<file path="config.mk">
export PLATFORM = sky130hd
export DESIGN_NAME = alu_issue
export DESIGN_NICKNAME = d
export VERILOG_FILES = /design/src/rtl/alu_issue.sv
export SDC_FILE = /design/constraint.sdc
export NUM_CORES = 1
export LEC_CHECK = 0
export CORE_UTILIZATION = 51
export DETAILED_ROUTE_END_ITERATION = 16
export HOLD_SLACK_MARGIN = 0.08
export PLACE_DENSITY = 0.71
export SLEW_MARGIN = 40
export SYNTH_ARGS = -nofsm -noshare
export SYNTH_HDL_FRONTEND = slang
export SYNTH_SLANG_ARGS = --single-unit
</file>
<file path="constraint.sdc">
create_clock -name clk -period 6.25 [get_ports clk]
set_input_delay 0.625 -clock clk [delete_from_list [all_inputs] [get_ports clk]]
set_output_delay 0.625 -clock clk [all_outputs]
set_load 0.02 [all_outputs]
</file>
<file path="src/rtl/alu_issue.sv">
// alu_issue: operand-issue stage in front of the 16-bit ALU.
// Decodes one instruction per cycle, reads operands from an 8x16 register
// file with writeback forwarding, tracks outstanding destinations in a
// per-register pending scoreboard, and holds registered ALU operands until
// the downstream consumer takes them.
module alu_issue (
    input  logic        clk,
    input  logic        rst,
    input  logic        in_valid,
    output logic        in_ready,
    input  logic [15:0] in_instr,
    output logic        out_valid,
    input  logic        out_ready,
    output logic [2:0]  alu_op,
    output logic [3:0]  alu_logic_func,
    output logic [15:0] alu_ina,
    output logic [15:0] alu_inb,
    output logic [15:0] alu_inc,
    output logic [2:0]  alu_rd,
    input  logic        wb_valid,
    input  logic [2:0]  wb_addr,
    input  logic [15:0] wb_data
);

    localparam logic [2:0] OP_LOGIC = 3'b100;

    // Architectural state
    logic [15:0] r_regs [8];
    logic [7:0]  r_pending;

    // Registered ALU-facing outputs
    logic        r_out_valid;
    logic [2:0]  r_alu_op;
    logic [3:0]  r_alu_logic_func;
    logic [15:0] r_alu_ina;
    logic [15:0] r_alu_inb;
    logic [15:0] r_alu_inc;
    logic [2:0]  r_alu_rd;

    // Decoded instruction fields
    logic [2:0]  w_op;
    logic [2:0]  w_rd;
    logic [2:0]  w_ra;
    logic [2:0]  w_rb;
    logic [3:0]  w_func;
    logic        w_is_logic;
    logic        w_use_imm;
    logic        w_rb_used;

    // Forwarded source reads and their effective pending state
    logic        w_fwd_ra;
    logic        w_fwd_rb;
    logic        w_fwd_rd;
    logic [15:0] w_ra_data;
    logic [15:0] w_rb_data;
    logic [15:0] w_rd_data;
    logic        w_ra_pend;
    logic        w_rb_pend;
    logic        w_rd_pend;

    logic [15:0] w_imm_sext;
    logic [15:0] w_inb;
    logic [3:0]  w_logic_func;
    logic        w_hazard;
    logic        w_ready;
    logic        w_accept;

    // Split the instruction word into its fields
    always_comb begin
        w_op       = in_instr[15:13];
        w_rd       = in_instr[12:10];
        w_ra       = in_instr[9:7];
        w_rb       = in_instr[6:4];
        w_func     = in_instr[3:0];
        w_is_logic = (w_op == OP_LOGIC);
        w_use_imm  = !w_is_logic && in_instr[3];
        w_rb_used  = !w_use_imm;
        w_imm_sext = {{13{in_instr[2]}}, in_instr[2:0]};
    end

    // Read sources, substituting same-cycle writeback data; a forwarded
    // source is resolved this cycle and therefore no longer pending
    always_comb begin
        w_fwd_ra  = wb_valid && (wb_addr == w_ra);
        w_fwd_rb  = wb_valid && (wb_addr == w_rb);
        w_fwd_rd  = wb_valid && (wb_addr == w_rd);
        w_ra_data = w_fwd_ra ? wb_data : r_regs[w_ra];
        w_rb_data = w_fwd_rb ? wb_data : r_regs[w_rb];
        w_rd_data = w_fwd_rd ? wb_data : r_regs[w_rd];
        w_ra_pend = r_pending[w_ra] && !w_fwd_ra;
        w_rb_pend = r_pending[w_rb] && !w_fwd_rb;
        w_rd_pend = r_pending[w_rd] && !w_fwd_rd;
    end

    // Select operand B and the logic truth table
    always_comb begin
        w_inb        = w_use_imm ? w_imm_sext : w_rb_data;
        w_logic_func = w_is_logic ? w_func : 4'b0000;
    end

    // Hazard detection and handshake; rd pending covers both the inc read and WAW
    always_comb begin
        w_hazard = w_ra_pend || (w_rb_used && w_rb_pend) || w_rd_pend;
        w_ready  = !w_hazard && (!r_out_valid || out_ready);
        w_accept = in_valid && w_ready;
    end

    assign in_ready = w_ready;

    // Register file: writeback lands every cycle it is strobed
    always_ff @(posedge clk or posedge rst) begin
        if (rst) begin
            for (int unsigned i = 0; i < 8; i++) begin
                r_regs[i] <= '0;
            end
        end else if (wb_valid) begin
            r_regs[wb_addr] <= wb_data;
        end
    end

    // Scoreboard: writeback clears, accept sets; set wins on the same register
    always_ff @(posedge clk or posedge rst) begin
        if (rst) begin
            r_pending <= '0;
        end else begin
            for (int unsigned i = 0; i < 8; i++) begin
                if (w_accept && (w_rd == 3'(i))) begin
                    r_pending[i] <= 1'b1;
                end else if (wb_valid && (wb_addr == 3'(i))) begin
                    r_pending[i] <= 1'b0;
                end
            end
        end
    end

    // Output valid: set on accept, cleared when consumed without a replacement
    always_ff @(posedge clk or posedge rst) begin
        if (rst) begin
            r_out_valid <= 1'b0;
        end else if (w_accept) begin
            r_out_valid <= 1'b1;
        end else if (r_out_valid && out_ready) begin
            r_out_valid <= 1'b0;
        end
    end

    // Operand registers load only on accept, so held operands ignore later writebacks
    always_ff @(posedge clk or posedge rst) begin
        if (rst) begin
            r_alu_op         <= '0;
            r_alu_logic_func <= '0;
            r_alu_ina        <= '0;
            r_alu_inb        <= '0;
            r_alu_inc        <= '0;
            r_alu_rd         <= '0;
        end else if (w_accept) begin
            r_alu_op         <= w_op;
            r_alu_logic_func <= w_logic_func;
            r_alu_ina        <= w_ra_data;
            r_alu_inb        <= w_inb;
            r_alu_inc        <= w_rd_data;
            r_alu_rd         <= w_rd;
        end
    end

    assign out_valid      = r_out_valid;
    assign alu_op         = r_alu_op;
    assign alu_logic_func = r_alu_logic_func;
    assign alu_ina        = r_alu_ina;
    assign alu_inb        = r_alu_inb;
    assign alu_inc        = r_alu_inc;
    assign alu_rd         = r_alu_rd;

endmodule

</file>
==> summary.txt, run 1 <==
Post-Syn Area: 11000 µm²
Final WL: 28400 µm
Hold Crit Start: alu_rd[2]
Vias in the first global route: 7747
VDD IR max: 0.236 mV
H-Tree Depth: 4
Post-CTS Setup Inserts: 0
#FFs+latches synth: 195
Final Hold Violating Endpoints: 0
Max-slew headroom: 49.7%
Outcome: completed
CP max stage delay: 0.61 ns
Buf/Inv on CP: 3
Net count after synthesis: 835
Final Worst Setup Slack: 2.27 ns
R2R Path End: alu_inc[5]
Clock Tree Buf Depth: 2
First-pass GRT wire length: 44600 µm
R2r startpoint: r_pending[3]
Die height: 149 µm
Initial antenna violation count: 0
Initial DRT Pass Iterations: 7
# IOs: 100
Most common cell on crit path: clkdlybuf4s50_1
DIE AREA: 22200 µm²
Setup repair after global routing missed its margin: no
Routability cong.: 0.807
Peak Freq: 251 MHz
Worst setup SP type: input pin
Layout cell share with drive strength beyond 1: 40.5%
Fin area: 12800 µm²
Worst slack, placed: 2.04 ns
Antenna diodes: 0
Area grow syn2layout: 16.5%
Rows: 53
Num CTS Buffers: 17
Largest delay share family, worst path: buffers and inverters
GRT Total Usage: 26.8%
Routed wire per std cell: 24.8 µm
Fin crit share: 63.8%
Slew Viols, Final: 0
Clk_lat worst skew: 0.44 ns
Max-cap violations: 0
Critical Path End Type: output port
Slowest CP cell: clkdlybuf4s50_1
Final nets: 899
Critical path origin: in_instr[6]
Power Density: 379 nW/µm²
Iteration-0 DRC count of the detailed router: 635
Hold crit path type: flop to flop
Post-CTS Hold Buffers: 0
TritonCTS clock tree: yes
WHS Path Cells: 1
IO buf count: 99
Worst-path fanout max: 35
Post-cts resize count: 0
WS Path Type: input pin to output port
Hold path endpoint: alu_rd[2]
Arrival time worst endpoint: 3.36 ns
R2R setup slack: 3.85 ns
Leak: 5.33 nW
Tightest Pin Transition: 0.753 ns
Ys Warns: 0
DIE WIDTH: 149 µm
Placed Instances: 1115
CP cell instances: clkdlybuf4s50_1 > buf_4 > xnor2_1 > nand4_1 > nand2_2 > o211a_1 > clkdlybuf4s50_1
# clock sinks: 195
Clk root buf: clkbuf_16
Unique masters post-synth: 36
Via-to-Cell Ratio: 6.46
Worst Reg-to-Reg Cells: 6
Initial Util: 52.3%
Syn avg cell area: 13.9 µm²
Post-DP HPWL: 17400 µm
Placed inst area: 12300 µm²
Final Core Density: 60.9%
Final setup vio count: 0
Global route overflow: 0
Post-layout minimum cycle time: 3.98 ns
Vias: 7414
Number of remaining DRC errors: 0
Non-filler cells, final: 1147
CP required: 5.62 ns
CTS clock-pin slew for the worst setup and hold paths: 0.07 ns
Setup_tns: 0 ns
Core area: 21100 µm²
Synthesized instance count: 795
Largest net degree at the start of global routing: 120
Clk_skew: 0.0136 ns
ANT nets after route: 0
Sequential area share after synthesis: 44.3%
-- layer usage --
layer	up-vias	share of wire, %	track usage (%)
li1	3127	-	-
met1	3884	41	35.7
met2	341	50	43.4
met3	62	6.9	5.47
met4	0	2.6	10.3
met5	-	0	0
-- cell usage after synthesis, drive strengths merged --
cell / n / area share, %
dfrtp: 195 / 44
a21oi: 16 / 0.73
nor2b: 1 / 0.057
nor3b: 3 / 0.20
mux2i: 41 / 3.7
o31ai: 3 / 0.20
clkbuf: 54 / 1.8
or2: 1 / 0.057
a22oi: 1 / 0.068
buf: 24 / 1.2
a32oi: 1 / 0.15
o221ai: 16 / 1.3
o41ai: 2 / 0.30
mux4: 100 / 20
o21ai: 1 / 0.045
nor2: 33 / 1.1
o32ai: 1 / 0.15
inv: 24 / 0.82
nor3: 2 / 0.091
clkinv: 1 / 0.034
a31oi: 16 / 0.91
mux2: 184 / 19
o2111ai: 1 / 0.079
nand4: 4 / 0.23
nand2b: 8 / 0.45
nand2: 44 / 1.5
xnor2: 9 / 0.72
o22ai: 1 / 0.057
nand4b: 3 / 0.24
o211a: 1 / 0.091
nand3: 4 / 0.18
-- cell families after synthesis --
kind of cell / after synthesis / share of synthesized area (%)
mux: 325 / 43.0
flops: 195 / 44.3
simple gates: 103 / 4.13
buf+inv: 103 / 3.85
compound gates: 60 / 4.04
xor+xnor: 9 / 0.715
-- cells in the final DEF, fill, tap and decap left out, types with 2 or more instances in the layout --
cell type,n
clkinvlp_4,2
nand2b_1,7
mux2i_1,41
o41ai_2,2
inv_6,6
buf_2,5
a21oi_1,16
a31oi_1,16
o31ai_1,3
nor3b_4,2
nand4b_1,3
dfrtp_1,195
nor3_4,2
xnor2_1,9
mux2_1,4
nand4_1,4
inv_1,23
nand2_1,43
mux4_2,100
clkdlybuf4s50_1,94
clkbuf_16,17
o221ai_1,16
clkinv_8,2
buf_4,23
nor2_1,33
nand3_1,4
mux2_2,179
clkinv_4,3
-- power by group --
| part | total [mW] | switching (mW) | leakage (nW) | internal (mW) |
|---|---|---|---|---|
| combinational | 1.83 | 0.789 | 2.70 | 1.04 |
| clock | 1.07 | 0.511 | 0.275 | 0.562 |
| sequential | 1.96 | 0.307 | 2.35 | 1.65 |
-- stage by stage --
step	hold WS (ns)	total power, mW
detailed placement	0.493	3.81
CTS	0.509	4.89
global route	0.528	5.11
finish	0.509	4.87
global placement	0.487	3.72
floorplan	0.476	3.12
-- registers in the layout (all words and copies together), names as in the netlist --
| register | cells |
|---|---|
| alu_inc | 16 |
| alu_rd | 3 |
| out_valid | 1 |
| alu_ina | 16 |
| r_pending | 8 |
| alu_logic_func | 4 |
| r_regs | 128 |
| alu_inb | 16 |
| alu_op | 3 |
-- area by class of cell --
cell class | instances | area, µm²
Fill cell | 1613 | 8250
Multi-Input combinational cell | 497 | 5790
Sequential cell | 195 | 4880
Timing Repair Buffer | 123 | 1150
Clock buffer | 18 | 429
Tap cell | 275 | 344
Clock inverter | 14 | 145
Inverter | 25 | 106
-- how the worst max path moves through the flow --
stage | end | slack (ns) | depth (start not counted)
5_1_grt | in_ready | 2.19 | 7
2_1_floorplan | alu_ina[0] | 0.31 | 1
6_report | in_ready | 2.27 | 7
3_3_place_gp | in_ready | 2.04 | 7
4_1_cts | in_ready | 2.02 | 7
3_5_place_dp | in_ready | 2.04 | 7
-- worst register-to-register path, cell delays in order, from the launching register on --
cell       delay [ns]
dfrtp_1          0.42
mux2_1           0.30
mux4_2           0.48
a32oi_2          0.25
o2111ai_4        0.16
buf_4            0.33
mux2_2           0.35
Note: power is estimated with default switching activity, not from simulation.
==> run 2: changes to the inputs <==
--- a/config.mk
+++ b/config.mk
@@ -8,7 +8,7 @@
 export CORE_UTILIZATION = 51
 export DETAILED_ROUTE_END_ITERATION = 16
 export HOLD_SLACK_MARGIN = 0.08
-export PLACE_DENSITY = 0.71
+export PLACE_DENSITY = 0.68
 export SLEW_MARGIN = 40
 export SYNTH_ARGS = -nofsm -noshare
 export SYNTH_HDL_FRONTEND = slang
==> constraint.sdc (replaced) <==
create_clock -name clk -period 3.8 [get_ports clk]
set_input_delay 0.38 -clock clk [delete_from_list [all_inputs] [get_ports clk]]
set_output_delay 0.38 -clock clk [all_outputs]
set_load 0.02 [all_outputs]
==> summary.txt, run 2 (synthesis gave the netlist of run 1 again) <==
Outcome: completed (unchanged)
# clock sinks: 195 (unchanged)
Final Hold Violating Endpoints: 0 (unchanged)
Arrival time worst endpoint: 2.76 ns (was 3.36 ns)
Tightest Pin Transition: 0.754 ns (was 0.753 ns)
Slowest CP cell: clkdlybuf4s50_1 (unchanged)
Setup_tns: 0 ns (unchanged)
Core area: 21100 µm² (unchanged)
Die height: 149 µm (unchanged)
Largest delay share family, worst path: buffers and inverters (unchanged)
Psw: 2.62 mW (was 1.61 mW)
Initial antenna violation count: 0 (unchanged)
Setup repair after global routing missed its margin: no (unchanged)
Iteration-0 DRC count of the detailed router: 668 (was 635)
Routability cong.: 0.848 (was 0.807)
Post-CTS Setup Inserts: 0 (unchanged)
Worst-path fanout max: 7 (was 35)
ANT nets after route: 0 (unchanged)
Max-slew headroom: 49.7% (about the same)
DIE AREA: 22200 µm² (unchanged)
Vias: 7403 (was 7414)
Rows: 53 (unchanged)
Post-cts resize count: 0 (unchanged)
Layout cell share with drive strength beyond 1: 40.7% (was 40.5%)
Pint: 5.40 mW (was 3.26 mW)
Via-to-Cell Ratio: 6.41 (was 6.46)
Register name with the most flops: r_regs (unchanged)
Peak Freq: 319 MHz
Placed Instances: 1123 (was 1115)
Sw frac: 32.7% (was 33.0%)
TritonCTS clock tree: yes (unchanged)
WS Path Type: input pin to output port (unchanged)
GRT Total Usage: 27.5% (was 26.8%)
Leak: 5.36 nW (was 5.33 nW)
Post-DP HPWL: 17800 µm (was 17400 µm)
Area grow syn2layout: 16.9% (was 16.5%)
Post-layout minimum cycle time: 3.14 ns
Num CTS Buffers: 17 (unchanged)
Antenna diodes: 0 (unchanged)
Final setup vio count: 0 (unchanged)
Final nets: 907 (was 899)
Non-filler cells, final: 1155 (was 1147)
Most common cell on crit path: clkdlybuf4s50_1 (unchanged)
Post-CTS Hold Buffers: 0 (unchanged)
Fin crit share: 82.5%
Sequential share of power: 40.2% (was 40.3%)
Max-cap violations: 0 (unchanged)
Clock Tree Buf Depth: 2 (unchanged)
Clk_lat worst skew: 0.43 ns (was 0.44 ns)
VDD IR max: 0.323 mV (was 0.236 mV)
Clk_skew: 0.0103 ns (was 0.0136 ns)
Combinational Power Share: 37.6% (about the same)
CTS clock-pin slew for the worst setup and hold paths: 0.07 ns (about the same)
Vias in the first global route: 7649 (was 7747)
H-Tree Depth: 4 (unchanged)
Final WL: 28800 µm (was 28400 µm)
Most frequent cells in the layout: 195 x dfrtp_1, 179 x mux2_2, 100 x mux4_2 (unchanged)
Critical Path End Type: output port (unchanged)
R2R setup slack: 1.35 ns (was 3.85 ns)
Number of remaining DRC errors: 0 (unchanged)
DIE WIDTH: 149 µm (unchanged)
Largest net degree at the start of global routing: 96 (was 120)
Buf/Inv on CP: 3 (unchanged)
Slew Viols, Final: 0 (unchanged)
CP max stage delay: 0.77 ns (was 0.61 ns)
Most common cell after layout, fill and taps aside: dfrtp_1 (unchanged)
# IOs: 100 (unchanged)
Initial DRT Pass Iterations: 5 (was 7)
Initial Util: 52.3% (unchanged)
Global route overflow: 0 (unchanged)
Clock power frac: 22.2% (was 22.1%)
CP required: 3.42 ns (was 5.62 ns)
Power Density: 622 nW/µm² (was 379 nW/µm²)
Largest register FFs: 128 (unchanged)
Worst setup SP type: input pin (unchanged)
Clk root buf: clkbuf_16 (unchanged)
CP cell instances: clkdlybuf4s50_1 > clkinv_1 > mux4_2 > a32oi_2 > o211a_1 > clkdlybuf4s50_1 (was clkdlybuf4s50_1 > buf_4 > xnor2_1 > nand4_1 > nand2_2 > o211a_1 > clkdlybuf4s50_1)
First-pass GRT wire length: 45400 µm (was 44600 µm)
Hold crit path type: input pin to asynchronous set/reset pin (was flop to flop)
Routed wire per std cell: 24.9 µm (was 24.8 µm)
IO buf count: 99 (unchanged)
run 2: changes by cell type in the layout (fill, tap and decap cells not counted), moves of 2 or more:
cell      delta
nor3b_2      +2
buf_4        +7
clkinv_8     -2
nor3_2       +2
nor3_4       -2
buf_12       +2
clkinv_4     -2
nor3b_4      -2
clkbuf_8     +2
run 2: per-layer routing:
metal | vias to the layer above | wire, µm | global-route usage [%]
met1 | 3889 | 11800 | 37.6
met5 | - | 0 | 0
met3 | 40 | 1950 | 4.43
met2 | 314 | 14400 | 45.3
li1 | 3160 | - | -
met4 | 0 | 569 | 8.72
run 2: power by group through the flow:
| stage | clock network [mW] | registers [mW] | logic, mW |
|---|---|---|---|
| 6_report | 1.78 | 3.23 | 3.02 |
| 4_1_cts | 1.81 | 3.21 | 3.05 |
| 3_3_place_gp | 0 | 3.19 | 2.96 |
| 2_1_floorplan | 0 | 3.48 | 1.65 |
| 5_1_grt | 1.91 | 3.31 | 3.22 |
| 3_5_place_dp | 0 | 3.25 | 3.03 |
run 2: final cells by class:
class	count	area (µm²)
fillers	1630	8200
multi-input cells	497	5760
flip-flops and latches	195	4880
repair buffers	131	1240
clock buffers	20	457
well taps	275	344
clock inverters	12	119
inverters	25	97.6
run 2: worst paths after layout:
check | start | endpoint | depth (start not counted)
min in group clk | in_instr[10] | r_pending[2] | 4
max in group asynchronous | rst | r_regs[123] | 3
hold reg to reg | alu_inc[0] | alu_inc[0] | 1
setup reg to reg | r_pending[0] | alu_rd[0] | 6
setup / recovery | in_instr[12] | in_ready | 6
hold / removal | rst | alu_inc[14] | 2
run 2: through the flow:
| stage | total power, mW | hold slack [ns] | worst slack, ns | util, % | instance area [µm²] |
|---|---|---|---|---|---|
| after floorplan | 5.14 | 0.476 | 0.902 | - | 11000 |
| after global placement | 6.15 | 0.489 | 0.711 | 58.3 | 12300 |
| after detailed placement | 6.28 | 0.494 | 0.609 | 58.4 | 12300 |
| after CTS | 8.07 | 0.268 | 0.698 | 61.1 | 12900 |
| after global routing | 8.44 | 0.299 | 0.586 | 61.1 | 12900 |
| final | 8.02 | 0.269 | 0.664 | 61.1 | 12900 |
==> run 3: changes to the inputs <==
==> constraint.sdc (replaced) <==
create_clock -name clk -period 2.94 [get_ports clk]
set_input_delay 0.294 -clock clk [delete_from_list [all_inputs] [get_ports clk]]
set_output_delay 0.294 -clock clk [all_outputs]
set_load 0.02 [all_outputs]
==> summary.txt, run 3 (synthesis gave the netlist of run 1 again) <==
Num CTS Buffers: 17 (unchanged)
Peak Freq: 368 MHz
# clock sinks: 195 (unchanged)
Layout cell share with drive strength beyond 1: 41.3% (was 40.7%)
Max-slew headroom: 47.7% (was 49.7%)
Slowest CP cell: mux4_2 (was clkdlybuf4s50_1)
Largest net degree at the start of global routing: 44 (was 96)
Power Density: 807 nW/µm² (was 622 nW/µm²)
Vias in the first global route: 7800 (was 7649)
Global route overflow: 0 (unchanged)
Area grow syn2layout: 18.7% (was 16.9%)
# IOs: 100 (unchanged)
Initial Util: 52.3% (unchanged)
DIE WIDTH: 149 µm (unchanged)
Hold crit path type: input pin to asynchronous set/reset pin (unchanged)
CTS clock-pin slew for the worst setup and hold paths: 0.07 ns (about the same)
DIE AREA: 22200 µm² (unchanged)
VDD IR max: 0.476 mV (was 0.323 mV)
Number of remaining DRC errors: 0 (unchanged)
TritonCTS clock tree: yes (unchanged)
Most frequent cells in the layout: 195 x dfrtp_1, 179 x mux2_2, 100 x mux4_2 (unchanged)
Die height: 149 µm (unchanged)
ANT nets after route: 0 (unchanged)
Clk root buf: clkbuf_16 (unchanged)
Worst setup SP type: flop (was input pin)
Final setup vio count: 0 (unchanged)
Initial antenna violation count: 0 (unchanged)
Post-CTS Hold Buffers: 0 (unchanged)
Final WL: 30000 µm (was 28800 µm)
Register name with the most flops: r_regs (unchanged)
Outcome: completed (unchanged)
Final Hold Violating Endpoints: 0 (unchanged)
Clk_lat worst skew: 0.44 ns (was 0.43 ns)
WS Path Type: flop to output port (was input pin to output port)
Routability cong.: 0.883 (was 0.848)
Initial DRT Pass Iterations: 4 (was 5)
Max-cap violations: 0 (unchanged)
# fillers: 1569 (was 1630)
Final Worst Setup Slack: 0.224 ns (was 0.664 ns)
Routed wire per std cell: 25.7 µm (was 24.9 µm)
Final nets: 918 (was 907)
Leak: 5.45 nW (was 5.36 nW)
Setup repair after global routing missed its margin: no (unchanged)
GRT Total Usage: 28.7% (was 27.5%)
CP required: 2.65 ns (was 3.42 ns)
Setup_tns: 0 ns (unchanged)
Iteration-0 DRC count of the detailed router: 645 (was 668)
Arrival time worst endpoint: 2.42 ns (was 2.76 ns)
Antenna diodes: 0 (unchanged)
Worst slack, placed: 0.225 ns (was 0.609 ns)
Clock Tree Buf Depth: 2 (unchanged)
Worst-path fanout max: 4 (was 7)
Vias: 7520 (was 7403)
Core area: 21100 µm² (unchanged)
First-pass GRT wire length: 47200 µm (was 45400 µm)
Via-to-Cell Ratio: 6.45 (was 6.41)
Post-DP HPWL: 18500 µm (was 17800 µm)
Fin crit share: 92.4%
CP max stage delay: 0.48 ns (was 0.77 ns)
Critical Path End Type: output port (unchanged)
H-Tree Depth: 4 (unchanged)
Most common cell after layout, fill and taps aside: dfrtp_1 (unchanged)
Rows: 53 (unchanged)
Slew Viols, Final: 0 (unchanged)
IO buf count: 99 (unchanged)
Clk_skew: 0.0118 ns (was 0.0103 ns)
Largest register FFs: 128 (unchanged)
Post-layout minimum cycle time: 2.72 ns
Tightest Pin Transition: 0.784 ns (was 0.754 ns)
CP cell instances: mux2_1 > mux4_2 > a32oi_2 > o211a_1 > dlygate4sd2_1 (was clkdlybuf4s50_1 > clkinv_1 > mux4_2 > a32oi_2 > o211a_1 > clkdlybuf4s50_1)
Final Core Density: 62.0% (was 61.1%)
run 3: cell count changes in the layout (fill, tap and decap cells not counted), moves of 2 or more:
cell | before | now
buf_12 | 2 | 8
buf_4 | 30 | 35
bufinv_16 | 1 | 3
inv_6 | 5 | 2
run 3: final timing paths:
kind	start	to	slack [ns]	cells after the start
max in group asynchronous	rst	alu_ina[4]	1.94	4
hold / removal	rst	alu_ina[15]	0.21	2
setup reg to reg	r_pending[3]	alu_inc[10]	0.54	6
hold reg to reg	alu_op[2]	alu_op[2]	0.50	1
min in group clk	in_instr[11]	alu_rd[1]	0.28	2
setup / recovery	r_pending[3]	in_ready	0.22	5
run 3: where the power goes:
part           internal (mW)  switching, mW  leakage, nW  total [mW]
sequential              3.52          0.659         2.35        4.18
clock                   1.39           1.03        0.289        2.42
combinational           2.25           1.70         2.81        3.96
total                   7.16           3.39         5.45        10.5
run 3: final cells by class:
cell class / instances / area, µm² / area share, %
Inverter: 25 / 97.6 / 0.746
Clock inverter: 11 / 153 / 1.17
Multi-Input combinational cell: 497 / 5760 / 44.0
Tap cell: 275 / 344 / 2.63
Timing Repair Buffer: 142 / 1390 / 10.6
Sequential cell: 195 / 4880 / 37.3
Clock buffer: 20 / 457 / 3.49
run 3: repair_timing:
action,CTS,global route
setup endpoints to repair,1,0
setup buffers,0,0
resized for setup,1,0
run 3: routing by layer:
| metal | up-vias | share of wire [%] | track usage, % |
|---|---|---|---|
| met5 | - | 0 | 0 |
| met4 | 0 | 2.3 | 9.85 |
| met3 | 49 | 7.1 | 5.72 |
| met2 | 345 | 50 | 46.4 |
| met1 | 3948 | 41 | 38.9 |
| li1 | 3178 | - | - |
run 3: stage by stage:
step | cells | area (µm²) | power, mW | hold WS (ns)
finish | 1165 | 13100 | 10.5 | 0.211
global route | 1165 | 13100 | 11.1 | 0.250
CTS | 1165 | 13100 | 10.6 | 0.211
detailed placement | 1134 | 12500 | 8.17 | 0.492
global placement | 1133 | 12500 | 8.00 | 0.487
floorplan | 795 | 11000 | 6.64 | 0.428
run 3: critical path: cells and delay by family, from the launching register on:
family	cells	cell delay, ns
buffers and inverters	1	0.33
muxes	2	0.79
AOI/OAI and AO/OA	2	0.44
DFF	1	0.43
